<file path="src/rtl/pc_sequencer.sv">
// pc_sequencer: fetch program-counter sequencer (BOOT/RUN/HALTED) with trap, redirect and stall handling.
// Optional halt-detect at HALT_ADDR is enabled by defining the macro PC_HALT_EN.

module pc_sequencer #(
  parameter int              XLEN         = 32,
  parameter logic [XLEN-1:0] RESET_VECTOR = XLEN'(32'h0000_0000),
  parameter logic [XLEN-1:0] HALT_ADDR    = XLEN'(32'h0000_004C)
) (
  input  logic            clk,
  input  logic            reset_n,
  input  logic [XLEN-1:0] pc_target,
  input  logic            pc_src,
  input  logic            trap_req,
  input  logic [XLEN-1:0] trap_vector,
  input  logic            fetch_ready,
  input  logic            resume,
  output logic [XLEN-1:0] pc,
  output logic [XLEN-1:0] pc_plus_4,
  output logic            fetch_valid,
  output logic            misaligned,
  output logic [XLEN-1:0] trap_epc,
  output logic            halted
);

  typedef enum logic [1:0] {
    BOOT   = 2'd0,
    RUN    = 2'd1,
    HALTED = 2'd2
  } state_e;

  state_e          state_q;
  logic [XLEN-1:0] pc_q;
  logic [XLEN-1:0] epc_q;
  logic            fetch_valid_q;
  logic            misaligned_q;
`ifdef PC_HALT_EN
  logic            halted_q;
`endif

  logic [XLEN-1:0] trap_pc;
  logic            target_misaligned;
  logic            unused_inputs;

  // Handler addresses are word aligned; the low vector bits never reach pc.
  assign trap_pc           = {trap_vector[XLEN-1:2], 2'b00};
  assign target_misaligned = (pc_target[1:0] != 2'b00);
  assign unused_inputs     = ^{resume, trap_vector[1:0]};

  // Wraps naturally modulo 2^XLEN.
  assign pc_plus_4 = pc_q + XLEN'(4);

  // NOTE: async reset sits in the sensitivity list so every output clears the
  // moment reset_n falls, with no clock required.
  always_ff @(posedge clk or negedge reset_n) begin
    if (!reset_n) begin
      state_q       <= BOOT;
      pc_q          <= RESET_VECTOR;
      epc_q         <= '0;
      fetch_valid_q <= 1'b0;
      misaligned_q  <= 1'b0;
`ifdef PC_HALT_EN
      halted_q      <= 1'b0;
`endif
    end else begin
      // NOTE: non-blocking assignments throughout, so every branch below reads
      // the pre-edge pc_q and the last assignment in a branch wins cleanly.
      misaligned_q <= 1'b0;
      case (state_q)
        BOOT: begin
          state_q       <= RUN;
          fetch_valid_q <= 1'b1;
        end

        RUN: begin
          if (trap_req) begin
            pc_q  <= trap_pc;
            epc_q <= pc_q;
          end else if (pc_src && target_misaligned) begin
            pc_q         <= trap_pc;
            epc_q        <= pc_q;
            misaligned_q <= 1'b1;
          end else if (pc_src) begin
            pc_q <= pc_target;
`ifdef PC_HALT_EN
          end else if (fetch_ready && (pc_q == HALT_ADDR)) begin
            state_q       <= HALTED;
            fetch_valid_q <= 1'b0;
            halted_q      <= 1'b1;
`endif
          end else if (fetch_ready) begin
            pc_q <= pc_plus_4;
          end
        end

        HALTED: begin
`ifdef PC_HALT_EN
          // Redirects are meaningless while halted; only trap or resume wake us.
          if (trap_req) begin
            state_q       <= RUN;
            pc_q          <= trap_pc;
            epc_q         <= HALT_ADDR;
            fetch_valid_q <= 1'b1;
            halted_q      <= 1'b0;
          end else if (resume) begin
            state_q       <= RUN;
            pc_q          <= HALT_ADDR + XLEN'(4);
            fetch_valid_q <= 1'b1;
            halted_q      <= 1'b0;
          end
`else
          state_q       <= BOOT;
          fetch_valid_q <= 1'b0;
`endif
        end

        default: begin
          state_q       <= BOOT;
          fetch_valid_q <= 1'b0;
`ifdef PC_HALT_EN
          halted_q      <= 1'b0;
`endif
        end
      endcase
    end
  end

  assign pc          = pc_q;
  assign trap_epc    = epc_q;
  assign fetch_valid = fetch_valid_q;
  assign misaligned  = misaligned_q;
`ifdef PC_HALT_EN
  assign halted      = halted_q;
`else
  assign halted      = 1'b0;
`endif

endmodule

</file>
<file path="config.mk">
export PLATFORM = sky130hd
export DESIGN_NAME = pc_sequencer
export DESIGN_NICKNAME = d
export VERILOG_FILES = /design/src/rtl/pc_sequencer.sv
export SDC_FILE = /design/constraint.sdc
export NUM_CORES = 1
export LEC_CHECK = 0
export ABC_AREA = 0
export CAP_MARGIN = 10
export CORE_AREA = 2 2 104 106
export CTS_BUF_LIST = sky130_fd_sc_hd__clkbuf_16
export CTS_CLUSTER_SIZE = 40
export DETAILED_ROUTE_END_ITERATION = 16
export DIE_AREA = 0 0 106 108
export GPL_TIMING_DRIVEN = 0
export PLACE_DENSITY = 0.76
export SKIP_LAST_GASP = 1
export SYNTH_ARGS = -nofsm -noshare
export SYNTH_HDL_FRONTEND = slang
export SYNTH_SLANG_ARGS = --single-unit
</file>
<file path="constraint.sdc">
create_clock -name clk -period 2.53 [get_ports clk]
set_clock_uncertainty 0.2 [all_clocks]
set_input_delay 0.506 -clock clk [delete_from_list [all_inputs] [get_ports clk]]
set_output_delay 0.506 -clock clk [all_outputs]
set_load 0.02 [all_outputs]
</file>
# Yosys cells after proc, flatten, opt, wreduce, memory -nomap -nowiden
# Cells that the tools add are included.
dict set report classes {
  add_sub_neg 1
  n_eq_ne 1
  n_mux 11
  n_reduce_logical 7
}
# op count
set op_table {}
lappend op_table {{$mux 32} 6}
lappend op_table {{$add 32x3->32 const B} 1}
lappend op_table {{$pmux 2 s2} 1}
lappend op_table {{$reduce_and 2->1} 2}
lappend op_table {{$reduce_bool 2->1} 2}
lappend op_table {{$reduce_bool 4->1} 1}
lappend op_table {{$mux 1} 3}
lappend op_table {{$eq 2x1->1 const B} 1}
lappend op_table {{$logic_not 2->1} 1}
lappend op_table {{$pmux 1 s2} 1}
lappend op_table {{$logic_and 1x1->1} 1}
dict set report word_totals {
  regBits 68
  in_bits 70
  word_cells 25
}

# Longest topological paths before layout
dict set report logic_depth {
  ltp_word 5
  mapped_depth 9
  depth_no_buf 6
}

# Worst setup path after synthesis
# OpenSTA, ideal clock, no wires.
dict set report synth_path {
  kind {register to output}
  startpoint {register pc_q[11], in the netlist pc[11]}
  endpoint {output port pc_plus_4[28]}
  arrival_time_ns 2.223
  t_required_ns 1.824
  path_slack_ns -0.399
  path_stages_with_launch 6
  path_buffers 1
  cell_sequence {dfrtp_1 -> clkbuf_2 -> nand4_4 -> or4_4 -> or4_4 -> xnor2_1}
}
dict set report synth_between {
  elab_chain_cells 1
}
# element line_no
set synth_lines {}
lappend synth_lines {{start, declared} 32} ;# logic [XLEN-1:0] pc_q;
lappend synth_lines {{start signal, assigned} 76} ;# pc_q <= trap_pc;
lappend synth_lines {{start signal, assigned} 79} ;# pc_q <= trap_pc;
lappend synth_lines {{start signal, assigned} 83} ;# pc_q <= pc_target;
lappend synth_lines {{$add 32x3->32} 50} ;# assign pc_plus_4 = pc_q + XLEN'(4);
lappend synth_lines {{end, declared} 18} ;# output logic [XLEN-1:0] pc_plus_4,
# No other way between the ends.

# Final worst setup path
# Same ends and word-level chain as after synthesis.

==> metrics.txt <==
outcome=finished, violations left; first-pass GRT wire length=23100 um; deepest clock path buffer count=2; Core ar.=10200 um2; Initial Utilization=0.382; Max-slew headroom=0.410; synthesized area=3910 um2; Worst Hold Class=in2async; clock power share=0.276; share of flip-flops with an asynchronous set or reset=1.00; Post-synth top flop=dfrtp_1; finished layout cell area=7100 um2; Final nets=784; Slew @ Worst Pin=approximately 0.9 ns; Final Hold Fails=0; P_int=2.86 mW; Iter 0 DRT Violations=342; CTS tree=yes; root buffer cell=clkbuf_16; Tcrit/Tclk final=1.21; YS warnings=0; Max Slew Vio Count=0; register bit total from synthesis=66; die area=11400 um2; Psw=roughly 1.6 mW; DRC Markers=0; via/cell ratio=roughly 5.4; syn_area_per_cell=between 8 and 9 um2; Port Buffers=163; sw frac=0.355; Min Clock Period, post-route=about 3.1 ns; H-tree Lvls=3; post-synthesis sequential area ratio=0.423; Critical Path AT=approximately 2.4 ns; initial antenna violation count=0; commonest non-fill, non-tap cells in the layout=clkdlybuf4s50_1, buf_4, nand2_1, dfrtp_1, o21ai_0; Yosys cell types=59; CTS Hold Bufs=0; layout cells sized above 1=0.329; GRT Total Usage=0.260; slowest CP cell=or4_4; First-pass DRT Iterations=5; placed cell area=5850 um2; most common cell after layout, fill and taps aside=clkdlybuf4s50_1; Placed Cells incl. Taps=748; Leak=between 3 and 4 nW; Final Util=0.694; net count after synthesis=between 500 and 600; Setup violations, final=19; max-cap violations=0; Fin Setup TNS=-5.88 ns; Avg WL per Cell=18.9 um; Logic pwr share=0.407; Crit path top cell by count=or4_4; RSZ-0062 raised after global routing=yes; Rows=37; VDD IR-drop max=around 0.37 mV; fmax=326 MHz; worst slack at placement=-1.04 ns; sequential share of power=0.317; Clk pin slew, worst setup/hold paths=0.06 ns; Layout Cells excl Fill=854; hpwl dp=between 10000 and 15000 um; DRT antenna net count=0; final WL=approximately 16000 um; grt ovf=0; failing checks=negative setup slack; Worst Setup Start Kind=flop; Gate Count Post-Synth=449; Largest stage delay, worst path=0.49 ns; clk_lat worst skew=0.33 ns; Placer Congestion=0.880; Clock Sinks=66; CTS Buf Count=9; # diodes=0; required time reported for the critical path endpoint=1.82 ns; pwr dens=roughly 630 nW/um2; vias in the first global route=4456; Area Overhead vs Synth=81.6%; CP endpoint kind=output port; IO Count=between 150 and 200; EDFF count, synth=0; final setup margin=-0.534 ns; CP Class=reg2out; crit path cell chain=nand4_4 -> buf_4 -> or4_4 -> or4_4 -> xnor2_4 -> buf_6; crit-path max FO=7; fillers=760; die width=106 um; Via Count=roughly 4600; Die Height=~110 um; largest net degree at the start of global routing=67
-- through the flow --
stage	total power, mW	hold slack (ns)
floorplan	2.18	0.0104
global placement	2.93	0.260
detailed placement	2.96	0.262
CTS	4.30	0.133
global route	4.61	0.156
finish	4.44	0.0886
-- routing by layer --
layer	share of wire	wire length, um	track usage
met5	0	0	0
met1	0.39	6260	0.320
met3	0.086	1380	0.0518
met4	0.034	555	0.0883
met2	0.49	7950	0.457
-- what timing repair did --
item                                   in CTS  in global routing
setup endpoints to repair                  81                 59
setup buffers                              58                 39
resized for setup                         165                 56
pin swaps                                  27                 28
endpoints found under the hold margin       0                  0
-- power groups by stage --
stage	sequential (mW)	clock [mW]	combinational, mW
3_5_place_dp	1.41	0	1.54
2_1_floorplan	1.59	0	0.590
4_1_cts	1.40	1.23	1.67
6_report	1.41	1.23	1.81
5_1_grt	1.43	1.27	1.91
3_3_place_gp	1.41	0	1.52
-- path summary, 6_finish.rpt --
path | from | end | slack, ns | depth (start not counted)
min in group clk | trap_epc[25]$_DFFE_PN0P_ | trap_epc[25]$_DFFE_PN0P_ | 0.27 | 2
setup / recovery | pc[11]$_DFFE_PN0P_ | pc_plus_4[28] | -0.53 | 6
max in group asynchronous | reset_n | pc[19]$_DFFE_PN0P_ | 1.39 | 1
hold / removal | reset_n | trap_epc[26]$_DFFE_PN0P_ | 0.09 | 1
setup reg to reg | pc[2]$_DFFE_PN0P_ | pc[19]$_DFFE_PN0P_ | -0.37 | 16
hold reg to reg | trap_epc[25]$_DFFE_PN0P_ | trap_epc[25]$_DFFE_PN0P_ | 0.27 | 2
-- kinds of logic (layout without fill, tap and decap cells) --
family,count (synthesis),in the layout,share of synthesized area
compound gates,92,92,0.150
xor+xnor,26,26,0.0583
fa+ha+maj,1,1,0.00320
buf+inv,48,317,0.0698
flops,66,66,0.423
mux,19,19,0.0487
other cells,2,2,0.00192
simple gates,195,195,0.245
-- registers in the layout, indices dropped and copies added, names as in the netlist --
| signal | cells |
|---|---|
| pc | 32 |
| trap_epc | 32 |
| fetch_valid | 1 |
| misaligned | 1 |
-- worst max-delay path: cells and delay by family, from the launching register on --
kind | cells | cell delay [ns]
flops | 1 | 0.44
xor+xnor | 1 | 0.16
buf+inv | 2 | 0.29
simple gates | 3 | 1.12
-- area by class of cell --
type                    count  area (um2)  area share
plain buffers              32         201      0.0284
clock buffers               9         225      0.0317
clock inverters             7        61.3     0.00864
inverters                  11        41.3     0.00582
multi-input cells         335        2380       0.336
flip-flops and latches     66        1680       0.237
well taps                 136         170      0.0240
repair buffers            258        2330       0.329
-- Yosys cell counts, drive strengths merged (11+ instances only) --
library cell | n | share of area
a21oi | 19 | 0.024
buf | 12 | 0.020
clkbuf | 24 | 0.037
dfrtp | 66 | 0.42
inv | 11 | 0.011
mux2i | 19 | 0.049
nand2 | 113 | 0.11
nand3 | 17 | 0.022
nand4 | 11 | 0.029
nor2 | 21 | 0.021
o21ai | 31 | 0.040
xnor2 | 18 | 0.040
(Power assumes the default switching activity.)
==> edit 1, RTL diff (config.mk and constraints unchanged) <==
The option `PC_HALT_EN` is turned on by a define.
--- a/src/rtl/pc_sequencer.sv
+++ b/src/rtl/pc_sequencer.sv
@@ -2,2 +2,4 @@
 // Optional halt-detect at HALT_ADDR is enabled by defining the macro PC_HALT_EN.
+
+`define PC_HALT_EN
 
Formal check against the unedited RTL: not equivalent (a bounded check fails within 4 cycles, from zero or initial values and one cycle with reset_n low).
==> edit 1 against the unedited design <==
The run still ends with negative setup slack left; sequential cell count up 3; cell area up 3.2%; routed wire length up 15%; area after synthesis up 9.0%; worst setup slack better by 0.23 ns; total power up 0.80%; synthesized cell count up 4.9%; largest cell class is now multi-input gates; highest routed layer unchanged.
==> edit 1: results (changes against the unedited design) <==
drt total wl 18.63 mm (+15%); inverter count 20 (+9); most frequent cells after synthesis dfrtp_1, nor2_1, a22o_1; fin nets 781 (-0.38%); Worst path max stage delay 0.45 ns (-0.04 ns); flop2flop setup slack -0.18 ns (+0.19 ns); Non-Filler Instances 847 (-0.82%); drt first pass iters 10 (+5); WP data arrival 2.13 ns (-0.23 ns); Seq/total area 23.94% (+0.27 points); top cells by area, synth dfrtp_1, a22o_1, xnor2_1; Synth Net Count 546 (+5.0%); Synth cell types 61 (+3.4%); Clock-cell share 4.647% (+0.61 points); share of post-route cells with drive strength above 1 29.54% (-3.3 points); reg2reg path depth 9 (-7); Cells after DPL 772 (+3.2%); Hold WS 0.09131 ns (+0.002681 ns); largest net degree at the start of global routing 70 (+4.5%); multi-input logic area 0.002615 mm^2 (+9.7%); GRT met2 Usage 51.11% (+5.4 points); Final setup viols 44 (+25); Port Buffer Count 165 (+1.2%); peak supply drop 0.3643 mV (-0.95%); GPL Wtd Cong 0.9702 (+10%); Vias/cell 6.032 (+11%); status finished, violations left; Critical Path Source pc[12]; Signal buf overhead 32.36% (-3.3 points); DP HPWL 12.56 mm (+23%); largest fanout on the critical path 6 (-1); routed length on met2 8.967 mm (+13%); violated checks negative setup slack; vias in the first global route 4,755 (+6.7%); WL met1 7.391 mm (+18%); worst setup margin -0.3023 ns (+0.2313 ns); DP Area 0.006181 mm^2 (+5.7%); drt first-iter violations 512 (+50%); GRT Util Overall 30.49% (+4.5 points); Non-clock buffers 272 (-6.2%); worst flop-to-flop path endpoint fetch_valid; metal3 WL 1.591 mm (+15%); fraction of area in multi-input gates 35.71% (+2.1 points)
## edit 1: cell count changes in the layout (fill, tap and decap cells not counted), moves of 9 or more
cell,before,now
nand2_1,108,27
a22o_1,0,32
inv_1,12,21
mux2i_1,19,3
buf_4,108,82
a21oi_1,19,29
nor2_1,18,31
## edit 1: logic make-up after synthesis
kind of cell	count (synthesis)	share of synthesized area, %
compound gates	148	25.06
simple gates	145	18.39
flops	69	40.54
buf+inv	68	6.698
xor+xnor	27	5.552
mux	9	2.291
fa+ha+maj	5	1.469
## edit 1: power by group through the flow
stage | logic [mW] | registers (mW) | clock network (mW)
after floorplan | 0.555 | 1.53 | 0
after global placement | 1.39 | 1.39 | 0
after detailed placement | 1.40 | 1.40 | 0
after CTS | 1.50 | 1.38 | 1.47
after global routing | 1.67 | 1.41 | 1.52
final | 1.59 | 1.40 | 1.48
## edit 1: timing repair
action,in CTS,in global routing
resized for setup,184,48
pin swaps,18,19
endpoints found under the setup margin,91,79
buffers inserted,40,30
==> edit 2, RTL diff (same settings) <==
Made on the original files. Add an input register stage for `pc_target`, with the module's reset; this delays it by one clock. The other inputs are not delayed to match.
--- a/src/rtl/pc_sequencer.sv
+++ b/src/rtl/pc_sequencer.sv
@@ -30,2 +30,12 @@
 
+  logic [XLEN-1:0] pc_target_q;
+
+  always_ff @(posedge clk or negedge reset_n) begin
+    if (!reset_n) begin
+      pc_target_q <= '0;
+    end else begin
+      pc_target_q <= pc_target;
+    end
+  end
+
   state_e          state_q;
@@ -45,3 +55,3 @@
   assign trap_pc           = {trap_vector[XLEN-1:2], 2'b00};
-  assign target_misaligned = (pc_target[1:0] != 2'b00);
+  assign target_misaligned = (pc_target_q[1:0] != 2'b00);
   assign unused_inputs     = ^{resume, trap_vector[1:0]};
@@ -82,3 +92,3 @@
           end else if (pc_src) begin
-            pc_q <= pc_target;
+            pc_q <= pc_target_q;
 `ifdef PC_HALT_EN
Check against the original RTL: not equivalent (Yosys sat finds a counterexample within 4 cycles, from zero or initial values and one cycle with reset_n low).
==> edit 2 against the unedited design <==
The run still ends with negative setup slack left; combinational power decreased by 8%; total power increased by 10%; worst setup slack improved by 0.32 ns; register-to-register slack improved by 0.49 ns; cell area increased by 4.5%; count of clock-buffer cells in the layout unchanged; hold slack improved by 0.19 ns; final cell count decreased by 0.23%; area after synthesis increased by 18%; routed wire length decreased by 3.7%; sequential cell count increased by 32; utilization increased by 3.1 points; critical path type unchanged; largest power group is now sequential cells; highest routed layer unchanged.
==> edit 2: results (changes against the unedited design) <==
status finished, violations left; violated checks negative setup slack; fin nets 782 (-0.26%); vias in the first global route 4,558 (+2.3%); drt first-iter violations 343 (+0.29%); Avg WL per Cell 18.25 um (-3.5%); Synth cell types 50 (-15%); largest fanout on the critical path 6 (-1); Worst Max-Slew Pin Slew 0.6465 ns (-0.2380 ns); Synth Net Count 551 (+6.0%); Leakage 3.437 nW (+4.1%); peak supply drop 0.4062 mV (+10%); pre-CTS setup slack -0.8158 ns (+0.2197 ns); Final setup viols 17 (-2); GRT met3 Usage 4.702% (-0.48 points); post-route setup TNS -1.594 ns (+4.291 ns); Vias/cell 5.393 (-0.93%); Post-Synth Adder-Cell Area 0.2723% (-0.048 points); xor-xnor portion of the synthesized cell area 5.338% (-0.49 points); GRT met2 Usage 46.08% (+0.41 points); DP Area 0.006431 mm^2 (+9.9%); WL met1 6.634 mm (+5.9%); share of post-route cells with drive strength above 1 24.44% (-8.4 points); path type of the worst min-delay path flip-flop to flip-flop; DP HPWL 10.66 mm (+4.6%); GPL Wtd Cong 0.8614 (-2.2%); first-pass GRT wire length 24.01 mm (+3.8%); worst setup margin -0.2087 ns (+0.3249 ns); Compound-Gate Fraction of Synth Area 13.70% (-1.4 points); fill count 740 (-2.6%); most frequent cells after synthesis nand2_1, dfrtp_1, clkbuf_1, o21ai_0; sequential element share of the synthesized area 53.38% (+11 points)
-- edit 2: metrics by stage --
| step | hold WS (ns) | power [mW] | cells |
|---|---|---|---|
| floorplan | 0.01041 | 2.634 | 480 |
| finish | 0.2743 | 4.899 | 852 |
| global placement | 0.2576 | 3.398 | 779 |
| detailed placement | 0.2638 | 3.427 | 780 |
| CTS | 0.2788 | 4.802 | 829 |
| global route | 0.2987 | 5.107 | 852 |
-- edit 2: report_power, final --
group / leakage [nW] / internal (mW) / switching, mW
Clock: 0.148 / 0.747 / 0.557
Combinational: 2.12 / 0.797 / 0.865
Sequential: 1.17 / 1.76 / 0.170
-- edit 2: worst paths after layout --
check,startpoint,to,slack (ns),depth (start not counted)
setup / recovery,pc[7],pc_plus_4[25],-0.21,6
hold / removal,trap_epc[22],trap_epc[22],0.27,2
setup reg to reg,pc_target_q[0],pc[16],0.12,8
hold reg to reg,trap_epc[22],trap_epc[22],0.27,2
max in group asynchronous,reset_n,pc[19],0.92,3
min in group asynchronous,reset_n,trap_epc[5],0.53,2
-- edit 2: area by class of cell --
| type | count | area [um^2] | share of cell area, % |
|---|---|---|---|
| flip-flops and latches | 98 | 2480 | 33.46 |
| multi-input cells | 339 | 2221 | 29.96 |
| repair buffers | 221 | 2056 | 27.73 |
| clock buffers | 9 | 225.2 | 3.038 |
| well taps | 136 | 170.2 | 2.296 |
| plain buffers | 30 | 161.4 | 2.178 |
| clock inverters | 7 | 53.80 | 0.7259 |
| inverters | 12 | 45.04 | 0.6077 |
-- edit 2: what timing repair did --
action | in CTS | in global routing
pin swaps | 14 | 13
setup buffers | 33 | 23
setup endpoints to repair | 85 | 62
gates resized for setup | 169 | 51
hold endpoints to repair | 5 | 0
hold buffers | 1 | 0
